`src/rtl/cpu_pkg.sv`:
```
// Shared types for the QUAD.nibble datapath: ALU opcodes, flag bundle, default width.
// Overflow helpers are kept here so every arithmetic unit applies the same sign rules.
package cpu_pkg;

    localparam int ALU_WIDTH = 16;

    typedef enum logic [3:0] {
        OP_ADD   = 4'h0,
        OP_SUB   = 4'h1,
        OP_AND   = 4'h2,
        OP_OR    = 4'h3,
        OP_XOR   = 4'h4,
        OP_NOR   = 4'h5,
        OP_SLL   = 4'h6,
        OP_SRL   = 4'h7,
        OP_SRA   = 4'h8,
        OP_ROL   = 4'h9,
        OP_ROR   = 4'hA,
        OP_SLT   = 4'hB,
        OP_SLTU  = 4'hC,
        OP_PASSA = 4'hD,
        OP_PASSB = 4'hE,
        OP_MUL   = 4'hF
    } alu_op_e;

    typedef struct packed {
        logic z;
        logic n;
        logic c;
        logic v;
    } alu_flags_t;

    // Signed overflow on A+B: same operand signs, result sign flipped.
    function automatic logic add_ovf(input logic sign_a, input logic sign_b, input logic sign_r);
        return (sign_a == sign_b) && (sign_r != sign_a);
    endfunction

    // Signed overflow on A-B: operand signs differ, result sign differs from A.
    function automatic logic sub_ovf(input logic sign_a, input logic sign_b, input logic sign_r);
        return (sign_a != sign_b) && (sign_r != sign_a);
    endfunction

endpackage

```
`src/rtl/cpu_alu_if.sv`:
```
// Operand/opcode/result bundle between the control unit, register file and the ALU.
interface cpu_alu_if #(
    parameter int WIDTH = cpu_pkg::ALU_WIDTH
);
    logic [3:0]       alu_ctrl;
    logic [WIDTH-1:0] op_a;
    logic [WIDTH-1:0] op_b;
    logic [WIDTH-1:0] result;
    logic             flag_z;
    logic             flag_n;
    logic             flag_c;
    logic             flag_v;

    modport master (
        output alu_ctrl, op_a, op_b,
        input  result, flag_z, flag_n, flag_c, flag_v
    );

    modport slave (
        input  alu_ctrl, op_a, op_b,
        output result, flag_z, flag_n, flag_c, flag_v
    );
endinterface

```
`src/rtl/alu_shifter.sv`:
```
// Combinational barrel shifter for SLL/SRL/SRA/ROL/ROR; carry is the last bit pushed out.
// Shifts use a one-bit guard extension so the carry falls out of the same shift operation.
module alu_shifter
    import cpu_pkg::*;
#(
    parameter int WIDTH   = ALU_WIDTH,
    parameter int SHAMT_W = $clog2(WIDTH)
) (
    input  alu_op_e            op,
    input  logic [WIDTH-1:0]   value,
    input  logic [SHAMT_W-1:0] shamt,
    output logic [WIDTH-1:0]   shifted,
    output logic               carry
);

    logic [WIDTH:0]   sll_s;
    logic [WIDTH:0]   srl_s;
    logic [WIDTH:0]   sra_s;
    logic [SHAMT_W:0] inv_s;
    logic [WIDTH-1:0] rol_s;
    logic [WIDTH-1:0] ror_s;
    logic             nz_s;

    assign sll_s = {1'b0, value} << shamt;
    assign srl_s = {value, 1'b0} >> shamt;
    assign sra_s = $signed({value, 1'b0}) >>> shamt;
    // WIDTH is a power of two, so WIDTH - shamt fits in SHAMT_W+1 bits; shamt=0 makes the wrap term vanish.
    assign inv_s = {1'b1, {SHAMT_W{1'b0}}} - {1'b0, shamt};
    assign rol_s = (value << shamt) | (value >> inv_s);
    assign ror_s = (value >> shamt) | (value << inv_s);
    assign nz_s  = |shamt;

    // Select shifted value and carry for the requested shift/rotate.
    always_comb begin
        shifted = value;
        carry   = 1'b0;
        case (op)
            OP_SLL: begin
                shifted = sll_s[WIDTH-1:0];
                carry   = sll_s[WIDTH];
            end
            OP_SRL: begin
                shifted = srl_s[WIDTH:1];
                carry   = srl_s[0];
            end
            OP_SRA: begin
                shifted = sra_s[WIDTH:1];
                carry   = sra_s[0];
            end
            OP_ROL: begin
                shifted = rol_s;
                carry   = nz_s & rol_s[0];
            end
            OP_ROR: begin
                shifted = ror_s;
                carry   = nz_s & ror_s[WIDTH-1];
            end
            default: begin
                shifted = value;
                carry   = 1'b0;
            end
        endcase
    end

endmodule

```
`src/rtl/cpu_alu.sv`:
```
// Registered integer ALU (result + Z/N/C/V) with one-cycle latency.
// Optional macro ALU_MUL_EN turns opcode F into a signed multiply; otherwise F is PASSA.
module cpu_alu
    import cpu_pkg::*;
#(
    parameter int WIDTH   = ALU_WIDTH,
    parameter int SHAMT_W = $clog2(WIDTH)
) (
    input logic      clk,
    input logic      resetn,
    cpu_alu_if.slave bus
);

    alu_op_e          op_s;
    logic [WIDTH-1:0] a_s;
    logic [WIDTH-1:0] b_s;
    logic [WIDTH:0]   sum_s;
    logic [WIDTH:0]   diff_s;
    logic [WIDTH-1:0] shift_res_s;
    logic             shift_c_s;
    logic [WIDTH-1:0] res_s;
    alu_flags_t       flags_s;
    logic [WIDTH-1:0] result_r;
    alu_flags_t       flags_r;

    assign op_s   = alu_op_e'(bus.alu_ctrl);
    assign a_s    = bus.op_a;
    assign b_s    = bus.op_b;
    assign sum_s  = {1'b0, a_s} + {1'b0, b_s};
    // Top bit of the extended difference is the borrow; carry reports its absence.
    assign diff_s = {1'b0, a_s} - {1'b0, b_s};

`ifdef ALU_MUL_EN
    logic signed [2*WIDTH-1:0] prod_s;
    assign prod_s = $signed(a_s) * $signed(b_s);
`endif

    alu_shifter #(
        .WIDTH   (WIDTH),
        .SHAMT_W (SHAMT_W)
    ) u_shifter (
        .op      (op_s),
        .value   (a_s),
        .shamt   (b_s[SHAMT_W-1:0]),
        .shifted (shift_res_s),
        .carry   (shift_c_s)
    );

    // Next result and flags from the current operands and opcode.
    always_comb begin
        res_s     = a_s;
        flags_s.z = 1'b0;
        flags_s.n = 1'b0;
        flags_s.c = 1'b0;
        flags_s.v = 1'b0;
        case (op_s)
            OP_ADD: begin
                res_s     = sum_s[WIDTH-1:0];
                flags_s.c = sum_s[WIDTH];
                flags_s.v = add_ovf(a_s[WIDTH-1], b_s[WIDTH-1], sum_s[WIDTH-1]);
            end
            OP_SUB: begin
                res_s     = diff_s[WIDTH-1:0];
                flags_s.c = ~diff_s[WIDTH];
                flags_s.v = sub_ovf(a_s[WIDTH-1], b_s[WIDTH-1], diff_s[WIDTH-1]);
            end
            OP_AND:   res_s = a_s & b_s;
            OP_OR:    res_s = a_s | b_s;
            OP_XOR:   res_s = a_s ^ b_s;
            OP_NOR:   res_s = ~(a_s | b_s);
            OP_SLL, OP_SRL, OP_SRA, OP_ROL, OP_ROR: begin
                res_s     = shift_res_s;
                flags_s.c = shift_c_s;
            end
            OP_SLT:   res_s = {{(WIDTH-1){1'b0}}, ($signed(a_s) < $signed(b_s))};
            OP_SLTU:  res_s = {{(WIDTH-1){1'b0}}, (a_s < b_s)};
            OP_PASSA: res_s = a_s;
            OP_PASSB: res_s = b_s;
            OP_MUL: begin
`ifdef ALU_MUL_EN
                res_s     = prod_s[WIDTH-1:0];
                flags_s.v = (prod_s[2*WIDTH-1:WIDTH] != {WIDTH{prod_s[WIDTH-1]}});
`else
                res_s     = a_s;
`endif
            end
            default: res_s = a_s;
        endcase
        flags_s.z = (res_s == {WIDTH{1'b0}});
        flags_s.n = res_s[WIDTH-1];
    end

    // Output register; reset (active high) wins over the operation on the same edge.
    always_ff @(posedge clk) begin
        if (resetn) begin
            result_r <= {WIDTH{1'b0}};
            flags_r  <= alu_flags_t'(4'b0000);
        end else begin
            result_r <= res_s;
            flags_r  <= flags_s;
        end
    end

    assign bus.result = result_r;
    assign bus.flag_z = flags_r.z;
    assign bus.flag_n = flags_r.n;
    assign bus.flag_c = flags_r.c;
    assign bus.flag_v = flags_r.v;

endmodule

```
`src/flat_wrapper.sv`:
```
// flat-port wrapper written by rule: the top's interface ports become plain ports
module cpu_alu_flat import cpu_pkg::*;
#(
    parameter int WIDTH   = ALU_WIDTH,
    parameter int SHAMT_W = $clog2(WIDTH)
)
  (clk, resetn, bus_alu_ctrl, bus_op_a, bus_op_b, bus_result, bus_flag_z, bus_flag_n, bus_flag_c, bus_flag_v);
  cpu_alu_if #(.WIDTH(WIDTH)) bus_i ();
  input logic clk;
  input logic resetn;
  input wire logic [$bits(bus_i.alu_ctrl)-1:0] bus_alu_ctrl;
  input wire logic [$bits(bus_i.op_a)-1:0] bus_op_a;
  input wire logic [$bits(bus_i.op_b)-1:0] bus_op_b;
  output wire logic [$bits(bus_i.result)-1:0] bus_result;
  output wire logic [$bits(bus_i.flag_z)-1:0] bus_flag_z;
  output wire logic [$bits(bus_i.flag_n)-1:0] bus_flag_n;
  output wire logic [$bits(bus_i.flag_c)-1:0] bus_flag_c;
  output wire logic [$bits(bus_i.flag_v)-1:0] bus_flag_v;
  assign bus_i.alu_ctrl = bus_alu_ctrl;
  assign bus_i.op_a = bus_op_a;
  assign bus_i.op_b = bus_op_b;
  assign bus_result = bus_i.result;
  assign bus_flag_z = bus_i.flag_z;
  assign bus_flag_n = bus_i.flag_n;
  assign bus_flag_c = bus_i.flag_c;
  assign bus_flag_v = bus_i.flag_v;
  cpu_alu #(.WIDTH(WIDTH), .SHAMT_W(SHAMT_W)) u_core (.clk(clk), .resetn(resetn), .bus(bus_i));
endmodule
```
`config.mk`:
```
export PLATFORM = sky130hd
export DESIGN_NAME = cpu_alu_flat
export DESIGN_NICKNAME = d
export VERILOG_FILES = /design/src/rtl/cpu_pkg.sv /design/src/rtl/cpu_alu_if.sv /design/src/rtl/alu_shifter.sv /design/src/rtl/cpu_alu.sv /design/src/flat_wrapper.sv
export SDC_FILE = /design/constraint.sdc
export NUM_CORES = 1
export LEC_CHECK = 0
export ABC_CLOCK_PERIOD_IN_PS = 3720
export CORE_ASPECT_RATIO = 0.7
export CORE_MARGIN = 1.5
export CORE_UTILIZATION = 45
export CTS_CLUSTER_SIZE = 8
export DETAILED_ROUTE_END_ITERATION = 16
export PLACE_DENSITY = 0.78
export SLEW_MARGIN = 20
export SYNTH_ARGS = -nofsm -noshare
export SYNTH_HDL_FRONTEND = slang
export SYNTH_SLANG_ARGS = --single-unit
```
`constraint.sdc`:
```
create_clock -name clk -period 3.72 [get_ports clk]
set_clock_uncertainty 0.15 [all_clocks]
set_input_delay 0.372 -clock clk [delete_from_list [all_inputs] [get_ports clk]]
set_output_delay 0.372 -clock clk [all_outputs]
set_load 0.01 [all_outputs]
```
# Word level (Yosys, flattened, before mapping)
# Cells that the tools add are included.
# op_classes
add_sub_neg	3
magnitude_cmp	2
n_reduce_logical	7
n_bitwise	9
mux	5
shifts	7
eq_ne	19
# op_table
op	count
one-hot mux 16 bit (11 select lines)	1
one-hot mux 16 bit (5 select lines)	1
bitwise OR 16 bit	3
== test 4 bit, second input constant	8
less-than comparator 16 bit	2
adder 16 x 16 -> 17 bit	1
left shift 16 x 4 -> 17 bit	1
>> shifter 17 x 4 -> 17 bit	1
>>> shifter 17 x 4 -> 17 bit	1
subtractor 16 x 16 -> 17 bit	1
bitwise AND 16 bit	1
== test 4 x 3 -> 1 bit, second input constant	4
logical NOT 16 bit	1
inverter 16 bit	1
left shift 16 x 4 -> 16 bit	1
left shift 16 x 5 -> 16 bit	1
>> shifter 16 x 4 -> 16 bit	1
>> shifter 16 x 5 -> 16 bit	1
bitwise XOR 16 bit	1
== test 4 x 2 -> 1 bit, second input constant	2
one-hot mux 1 bit (5 select lines)	1
OR reduction 5 bit	1
subtractor 5 x 4 -> 5 bit, first input constant	1
== test 4 x 1 -> 1 bit, second input constant	1
other kinds (10)	14
# word_totals
inputBits	38
reg_bits	20

# Depth between registers and ports, before layout
# Gate-level depths: netlist (run 1).
# depth
word_depth	6
mapped_depth	17
ltp_nobuf	14

# Modules after synthesis
# A second synthesis (run 1) with hierarchy kept.
# unflattened
hier_cells	1031
area_unflattened_um2	7586.0
# modules_own_cells
module	area_per_inst_um2	cells_each	n_inst
cpu_alu	3938.8	556	1
alu_shifter	3647.2	475	1

# Least setup slack after synthesis (run 1)
# Ideal clock, no wire load.
# synth_path
kind	in2reg
startpoint	input bus_op_b[0]
endpoint	register u_core.flags_r (netlist bit u_core.bus.flag_z)
path_stages	16
t_arrival_ns	3.462
path_buffers	5
path_slack_ns	0.020
path_cell_list	buf_6 > buf_6 > inv_2 > buf_2 > ha_1 > buf_2 > xor2_2 > buf_2 > mux2_2 > a22oi_1 > nand4_1 > a211oi_2 > nand3_1 > nor4_1 > nand2_1 > nor4_2
# synth_via
elab_chain_cells	6
word_cells_on_any_way	21
cone_classes	add/sub: 3; order compare: 2; shift: 7; mux: 2; bitwise: 6; reduce/logical: 1
# synth_lines
item	line	rtl
from (decl)	flat_wrapper.sv:13	input wire logic [$bits(bus_i.op_b)-1:0] bus_op_b;
subtractor 5 x 4 -> 5 bit	alu_shifter.sv:28	assign inv_s = {1'b1, {SHAMT_W{1'b0}}} - {1'b0, shamt};
left shift 16 x 5 -> 16 bit / >> shifter 16 x 5 -> 16 bit (equally long branches)	alu_shifter.sv:30, alu_shifter.sv:29	
bitwise OR 16 bit, on equally long branches	alu_shifter.sv:30, alu_shifter.sv:29	
one-hot mux 16 bit (5 select lines)	alu_shifter.sv:37	case (op)
one-hot mux 16 bit (11 select lines) *	cpu_alu.sv:56	case (op_s)
logical NOT 16 bit *	cpu_alu.sv:89	flags_s.z = (res_s == {WIDTH{1'b0}});
to (signal assigned)	cpu_alu.sv:97	flags_r <= alu_flags_t'(4'b0000);
to (signal assigned)	cpu_alu.sv:100	flags_r <= flags_s;
to (decl)	cpu_alu.sv:24	alu_flags_t flags_r;
# Every way passes the cells marked *; elsewhere a longest branch is shown, timed or not.
# A chain may end at the register's enable or synchronous reset.

# Final worst setup path (run 1)
# layout_path
startpoint	input bus_op_a[2]
endpoint	register u_core.flags_r (netlist bit u_core.bus.flag_z)
# layout_via
elab_chain_cells	5
word_cells_on_any_way	20
cone_classes	add/sub: 2; order compare: 2; shift: 7; mux: 2; bitwise: 6; reduce/logical: 1
# layout_lines
item	line	rtl
from (decl)	flat_wrapper.sv:12	input wire logic [$bits(bus_i.op_a)-1:0] bus_op_a;
left shift 16 x 5 -> 16 bit, or another cell as far along	alu_shifter.sv:30	assign ror_s = (value >> shamt) | (value << inv_s);
bitwise OR 16 bit, on equally long branches	alu_shifter.sv:30, alu_shifter.sv:29	
one-hot mux 16 bit (5 select lines)	alu_shifter.sv:37	
one-hot mux 16 bit (11 select lines) *	cpu_alu.sv:56	
logical NOT 16 bit *	cpu_alu.sv:89	
# Marked as above.

==> flow_summary.json, run 1 <==
{
  "outcome": "complete, no violations",
  "post-route-util": 0.6163,
  "synth.net_count": 1035,
  "drt-pass1-iter-count": 8,
  "relSlewSlack": 0.2591,
  "p_leak_nw": 4.035,
  "crit_family": "compound AO/OA/AOI/OAI gates",
  "path_cells": "clkdlybuf4s50_1 > inv_1 > ha_1 > nor2b_1 > o21ai_1 > o211ai_1 > a221o_1 > a221o_1 > a221oi_2 > o2111ai_2 > nor4_2 > nand2_1 > nor4_2",
  "fin_crit_sh": 0.9675,
  "grt_pass1_wl_mm": 50.68,
  "syn_area_per_cell_um2": 7.555,
  "cts_buffers": 3,
  "peakVddDrop_mv": 0.1535,
  "ys.flop_type": "dfxtp_1",
  "htree_levels": 1,
  "hold_viol": 0,
  "max-cap-violations": 0,
  "fin_tns_setup_ps": 0,
  "drtIter0Drc": 1369,
  "coreArea_um2": 15500,
  "fin_crit_ps": 3599,
  "start_kind": "primary input",
  "cpMaxStageDelayCell": "clkdlybuf4s50_1",
  "cpPeakStageDelay_ps": 560,
  "synth_edf_count": 0,
  "hold_path.class": "in -> reg",
  "dp_hpwl_mm": 27.80,
  "worst_pin_slew_ps": 1083,
  "dpl.cell_count": 1340,
  "ys_warn_count": 0,
  "grt-ovfl-total": 0,
  "async_reset_ff_frac": 0,
  "final_cell_mix": "buf_4 (219), nor2_1 (94), nand2_1 (65), clkdlybuf4s50_1 (52), a21oi_1 (50)",
  "path_clk_slew_ps": 60,
  "cts.sinks": 19,
  "ys_ff_latch": 19,
  "final_common_cell": "buf_4",
  "crit_type": "in -> reg",
  "crit_fanout": 5,
  "syn_to_final_growth_pct": 33.95,
  "cp_num_buf_inv": 2,
  "worstPathRequired_ps": 3740,
  "powerDensity_nw_per_um2": 205.8,
  "ios": 58,
  "antenna_cells": 0,
  "drive_gt1_frac": 0.3005,
  "drc": 0,
  "root_buffer": "clkbuf_16",
  "die_w_um": 153.5,
  "grt_pass1_vias": 8214,
  "grt_use_total": 0.4041,
  "yosysSeqAreaShare": 0.05333,
  "port_buffers": 57,
  "start_util": 0.4601,
  "rsz0062_at_grt": "no",
  "yosys-top-cells-area": "mux4_2 (11%), ha_1 (8.9%), mux2i_1 (5.9%)",
  "num_vias": 9048,
  "syn_inst": 944,
  "tritoncts": "done",
  "fmax_ghz": 0.2779,
  "synth_area_um2": 7132,
  "finalWeightedCongestion": 1.093,
  "die_h_um": 108.3,
  "crit_path_end_kind": "flip-flop",
  "antenna_found_initial": 1,
  "ctsLongestPathBuffers": 2,
  "synth_cell_types": 97,
  "slew_viol_final": 0,
  "arrival_ps": 3620,
  "synth.largest_area_cell": "mux4_2",
  "fin_cells": 1348,
  "vias_per_cell": 6.712,
  "grt_max_degree": 44,
  "routed_wl_mm": 34.11,
  "fin_nets": 1240,
  "dieArea_um2": 16630,
  "ant_nets": 0,
  "num_rows": 38,
  "synth_top_area_frac": 0.1105,
  "setup-violations-final": 0,
  "routedWlPerCell_um": 25.30
}
==> worst paths after layout <==
| check | start | endpoint | slack [ps] | depth (start not counted) |
|---|---|---|---|---|
| hold / removal | resetn | u_core.bus.result[4] | 730 | 3 |
| setup / recovery | bus_op_a[2] | u_core.bus.flag_z | 120 | 13 |
==> synth_stat cells, types with 8 or more instances <==
master,n
nor2_1,94
nand2_1,65
a21oi_1,51
ha_1,51
o21ai_0,47
inv_1,43
mux2i_1,42
clkbuf_1,38
nor3_1,36
mux4_2,35
buf_2,32
nor2b_1,23
mux2_2,21
dfxtp_1,19
nand3_1,19
o211ai_1,18
a22oi_1,16
nand2b_1,15
nor4_1,14
o22ai_1,14
a211oi_1,12
a31oi_1,10
xnor2_1,10
and3_1,9
o21ai_1,9
o21bai_1,9
a21o_1,8
==> logic make-up after synthesis <==
| logic type | after synthesis | share of synthesized area |
|---|---|---|
| XOR/XNOR | 14 | 0.01930 |
| AND/OR/NAND/NOR | 329 | 0.2416 |
| adder cells (fa/ha/maj) | 53 | 0.09509 |
| multiplexers | 107 | 0.2226 |
| flip-flops | 19 | 0.05333 |
| buffers and inverters | 136 | 0.08614 |
| AO/OA/AOI/OAI | 286 | 0.2819 |
==> flip-flops by register name, indices dropped and copies added (netlist names) <==
name / cells
u_core.bus.result: 16
u_core.bus.flag_c: 1
u_core.bus.flag_v: 1
u_core.bus.flag_z: 1
==> what timing repair did <==
item / CTS / global route
setup endpoints to repair: 2 / 2
hold buffers: 0 / 0
resized for setup: 4 / 16
pin swaps: 2 / 9
buffers inserted: 1 / 3
==> report_power, final <==
| group | internal (mW) | switching [mW] |
|---|---|---|
| sequential | 0.224 | 0.00556 |
| combinational | 0.694 | 0.812 |
| clock | 0.146 | 0.0844 |
==> final cells by class <==
class                   instances  area (um2)
fillers                      1424        5947
inverters                      48       180.2
clock buffers                   4       78.83
repair buffers                288        2449
multi-input cells             789        6215
well taps                     200       250.2
flip-flops and latches         19       380.4
==> through the flow <==
stage                     total power, mW  hold slack, ps  setup slack (ps)  area [um2]
after floorplan                     1.007           526.0             20.16        7132
after global routing                2.056           743.2             6.334        9553
after CTS                           1.885           726.7             83.12        9464
after global placement              1.633           958.0            -187.1        9368
after detailed placement            1.648           960.3            -425.9        9368
final                               1.966           726.0             121.0        9553
==> tightest hold or removal path, cell delays in order <==
cell and delay [ps]:
clkdlybuf4s50_1 400, buf_4 210, nor2_1 110
==> layer usage <==
metal	track usage	vias up	wire, um
li1	-	3997	-
met1	0.5826	4289	14380
met2	0.5458	682	13290
met3	0.1687	78	5437
met4	0.09639	2	981
met5	0	-	16
No activity file was read; power rests on OpenSTA's default activity.
==> inputs of run 2 (changes only) <==
CORE_ASPECT_RATIO = not set   (was 0.7)
==> run 2 against run 1 <==
The flow now finishes with violations (setup timing). Cell count increased by 0.82%. Flip-flop and latch count unchanged. Non-clock buffer count unchanged. Hold slack improved by 180 ps. Sequential share of layout area about the same. Combinational power about the same. Global-route usage decreased by 0.68 points.
==> flow_summary.json, run 2 (same netlist as run 1, synthesis figures left out) <==
{
  "crit_fanout": 3,
  "hold_viol": 0,
  "crit_path_end_kind": "flip-flop",
  "cpPeakStageDelay_ps": 550,
  "pwr-share-comb": 0.767,
  "path_cells": "clkdlybuf4s50_1 > mux4_2 > a22oi_1 > nor3_1 > a31oi_1 > nand4b_1 > o22ai_2 > nand3_1 > nor4_2 > buf_4 > nand2_1 > nor4_2",
  "worstPathRequired_ps": 3730,
  "hold_path.class": "in -> reg",
  "start_kind": "primary input",
  "p_leak_nw": 4.036,
  "largest_reg_flops": 16,
  "p_clk_frac": 0.115,
  "power_mw": 1.930,
  "ios": 58,
  "crit_family": "simple AND/OR/NAND/NOR gates",
  "cp_num_buf_inv": 2,
  "path_clk_slew_ps": 60,
  "holdWs_ps": 902.4,
  "drtIter0Drc": 1336,
  "syn_to_final_growth_pct": 34.02,
  "cts_buffers": 3,
  "port_buffers": 57,
  "grt_pass1_vias": 8387,
  "num_rows": 45,
  "peakVddDrop_mv": 0.2221,
  "fin_ws_ps": -27.72,
  "fmax_ghz": 0.2668,
  "grt_max_degree": 43,
  "drt-pass1-iter-count": 6,
  "powerDensity_nw_per_um2": 201.9,
  "final_common_cell": "buf_4",
  "die_w_um": 128.9,
  "antenna_cells": 0,
  "dp_hpwl_mm": 27.11,
  "grt_use_total": 0.3973,
  "timing.critical_path.mode_cell": "nor4_2",
  "coreArea_um2": 15310,
  "outcome": "complete, but fails checks",
  "vias_per_cell": 6.667,
  "violations": "setup timing",
  "root_buffer": "clkbuf_16",
  "fin_crit_ps": 3748,
  "relSlewSlack": 0.3091,
  "drive_gt1_frac": 0.3118,
  "routedWlPerCell_um": 24.43,
  "fin_nets": 1240,
  "swShare": 0.4560,
  "p_sw_mw": 0.8801,
  "routed_wl_mm": 33.21,
  "drc": 0,
  "finalWeightedCongestion": 1.094,
  "num_vias": 9061,
  "crit_type": "in -> reg",
  "fin_crit_sh": 1.007,
  "cpMaxStageDelayCell": "mux4_2",
  "p_int_mw": 1.050,
  "dieArea_um2": 16610,
  "ctsLongestPathBuffers": 2,
  "cts.sinks": 19,
  "worst_pin_slew_ps": 1010,
  "start_util": 0.4657,
  "rsz0062_at_grt": "no",
  "slew_viol_final": 0,
  "max-cap-violations": 0,
  "die_h_um": 128.9,
  "htree_levels": 1,
  "setup-violations-final": 1,
  "arrival_ps": 3760,
  "antenna_found_initial": 0,
  "grt_pass1_wl_mm": 49.78,
  "tritoncts": "done",
  "ant_nets": 0,
  "grt-ovfl-total": 0,
  "power_frac_seq": 0.118,
  "final_cell_mix": "buf_4 (227), nor2_1 (93), nand2_1 (65), a21oi_1 (50), clkdlybuf4s50_1 (49)"
}
run 2: final timing paths:
path | depth (start not counted) | endpoint | startpoint
hold / removal | 4 | u_core.bus.flag_v | bus_op_a[15]
setup / recovery | 12 | u_core.bus.flag_z | bus_op_a[3]
run 2: tightest hold or removal path, stage by stage:
cell	delay (ps)
clkdlybuf4s50_1	470
buf_4	190
buf_4	160
a211oi_1	60
run 2: area by class of cell:
type                    count  area, um2
multi-input cells         789       6304
fillers                  1442       5757
repair buffers            288       2347
flip-flops and latches     19      380.4
well taps                 211      264.0
inverters                  48      180.2
clock buffers               3      75.07
clock inverters             1      7.507
run 2: through the flow:
stage	TNS, ps	worst slack [ps]	utilization	std cells	instance area [um2]
2_1_floorplan	0	20.16	-	944	7132
3_3_place_gp	-249.0	-246.6	0.6060	1352	9281
3_5_place_dp	-559.0	-415.3	0.6060	1352	9281
4_1_cts	0	63.74	0.6118	1356	9369
5_1_grt	0	2.795	0.6241	1359	9558
6_report	-27.72	-27.72	0.6241	1359	9558
run 2: power by group through the flow:
stage	Combinational, mW	Clock, mW	Sequential (mW)
3_3_place_gp	1.37	0	0.233
2_1_floorplan	0.762	0	0.245
3_5_place_dp	1.38	0	0.233
4_1_cts	1.39	0.222	0.229
6_report	1.48	0.222	0.229
5_1_grt	1.56	0.231	0.230
run 2: repair_timing:
item                       in CTS  in global routing
setup buffers                   0                  3
pin swaps                       4                 10
gates resized for setup         5                 40
hold buffers                    0                  0
setup endpoints to repair       1                  3
run 2: routing by layer:
layer  track usage  part of all wire  vias up
li1              -                 -     4009
met2        0.5986              0.42      671
met4        0.1983             0.061        0
met5             0                 0        -
met1        0.5456              0.40     4259
met3       0.06985              0.12      122
==> inputs of run 3 (changes only) <==
PLACE_DENSITY = 0.67   (was 0.78)
==> run 3 against run 2 <==
Non-clock buffer count fell by 1. Hold slack got worse by 180 ps. Count of clock-buffer cells in the layout did not move. Largest cell class unchanged. Cell count barely moved. Die area did not move. The flow now finishes without violations.
==> flow_summary.json, run 3 (same netlist as run 1, synthesis figures left out) <==
{
  "peakVddDrop_mv": 0.1799,
  "start_kind": "primary input",
  "worstPathRequired_ps": 3740,
  "holdWs_ps": 717.9,
  "power_mw": 1.919,
  "ctsLongestPathBuffers": 2,
  "final_common_cell": "buf_4",
  "crit_type": "in -> reg",
  "grt_pass1_vias": 8173,
  "fmax_ghz": 0.2759,
  "port_buffers": 57,
  "wl_met1_mm": 13.62,
  "grt_use_total": 0.3959,
  "slew_viol_final": 0,
  "relSlewSlack": 0.4283,
  "worst_pin_slew_ps": 854.3,
  "max-cap-violations": 0,
  "fin_cells": 1358,
  "fin_crit_ps": 3624,
  "timing.critical_path.mode_cell": "nand2_1",
  "crit_path_end_kind": "flip-flop",
  "dr_wl_met3_mm": 4.176,
  "hold_path.class": "in -> reg",
  "ios": 58,
  "cts_buffers": 3,
  "nFillCells": 1405,
  "vias_per_cell": 6.577,
  "fin_nets": 1239,
  "syn_to_final_growth_pct": 32.96,
  "routed_wl_mm": 33.17,
  "outcome": "complete, no violations",
  "place_area_um2": 9309,
  "arrival_ps": 3640,
  "drt-pass1-iter-count": 6,
  "die_h_um": 128.9,
  "fin_crit_sh": 0.9743,
  "cpMaxStageDelayCell": "clkdlybuf4s50_1",
  "dp_hpwl_mm": 26.98,
  "antenna_found_initial": 0,
  "drc": 0,
  "routedWlPerCell_um": 24.42,
  "grt-ovfl-total": 0,
  "dr.max_layer_used": "met4",
  "path_clk_slew_ps": 50,
  "path_cells": "clkdlybuf4s50_1 > inv_1 > ha_1 > mux2_2 > nand2_1 > a21oi_1 > a311oi_1 > nand4_1 > a211oi_2 > nand3_1 > nor4_1 > buf_4 > nand2_1 > nor4_2",
  "p_leak_nw": 4.014,
  "htree_levels": 1,
  "tritoncts": "done",
  "drive_gt1_frac": 0.3025,
  "finalWeightedCongestion": 1.112,
  "coreArea_um2": 15310,
  "met2_length_mm": 13.74,
  "num_rows": 45,
  "final_cell_area_um2": 9483,
  "start_util": 0.4657,
  "final_cell_mix": "buf_4 (225), nor2_1 (92), nand2_1 (65), clkdlybuf4s50_1 (51), a21oi_1 (50)",
  "powerDensity_nw_per_um2": 202.4,
  "setup-violations-final": 0,
  "largest_reg_flops": 16,
  "grt_max_degree": 39,
  "crit_fanout": 2,
  "cts.sinks": 19,
  "cpPeakStageDelay_ps": 600,
  "antenna_cells": 0,
  "post-route-util": 0.6192,
  "dieArea_um2": 16610,
  "dpl.cell_count": 1353,
  "ant_nets": 0,
  "num_vias": 8932,
  "hold_viol": 0,
  "grt_pass1_wl_mm": 49.43,
  "die_w_um": 128.9,
  "root_buffer": "clkbuf_16",
  "drtIter0Drc": 1361
}
run 3: changes by cell type in the layout (fill, tap and decap cells not counted), moves of 3 or more:
| cell | before | now |
|---|---|---|
| o21ai_1 | 14 | 10 |
| ha_1 | 44 | 49 |
| ha_4 | 5 | 0 |
| nor4_2 | 7 | 4 |
| o21ai_0 | 42 | 46 |
run 3: per-stage QoR:
step | worst slack, ps | TNS (ps)
final | 95.70 | 0
after global routing | -4.469 | -4.469
after CTS | 95.88 | 0
after detailed placement | -391.1 | -705.1
after global placement | -347.7 | -503.4
after floorplan | 20.16 | 0
run 3: worst max-delay path: cells and delay by family:
kind,cells,cell delay [ps]
and+or+nand+nor,6,1040
buffers and inverters,3,840
AOI/OAI and AO/OA,3,820
adders and majority gates,1,300
muxes,1,280
run 3: timing repair:
item / CTS / global route
gates resized for setup: 1 / 18
hold buffers: 0 / 0
buffers inserted: 0 / 1
setup endpoints to repair: 1 / 4
pin swaps: 0 / 4
run 3: worst paths after layout:
kind,from,endpoint,cells past startpoint
setup / recovery,bus_op_a[9],u_core.bus.flag_z,14
hold / removal,resetn,u_core.bus.result[7],3
run 3: cell type report:
class | instances | area [um2] | area share
multi-input combinational | 789 | 6220 | 0.6559
timing repair buffer | 287 | 2356 | 0.2484
sequential | 19 | 380.4 | 0.04011
tap | 211 | 264.0 | 0.02784
inverter | 48 | 180.2 | 0.01900
clock buffer | 3 | 75.07 | 0.007917
clock inverter | 1 | 7.507 | 0.0007917
run 3: report_power, final:
part	switching, mW	total, mW	internal [mW]
sequential	0.00474	0.229	0.224
combinational	0.797	1.47	0.675
clock	0.0734	0.218	0.145
run 3: per-layer routing:
layer / global-route usage / vias to the layer above
met5: 0 / -
met4: 0.1659 / 0
met3: 0.07859 / 94
met2: 0.5791 / 641
met1: 0.5641 / 4203
li1: - / 3994
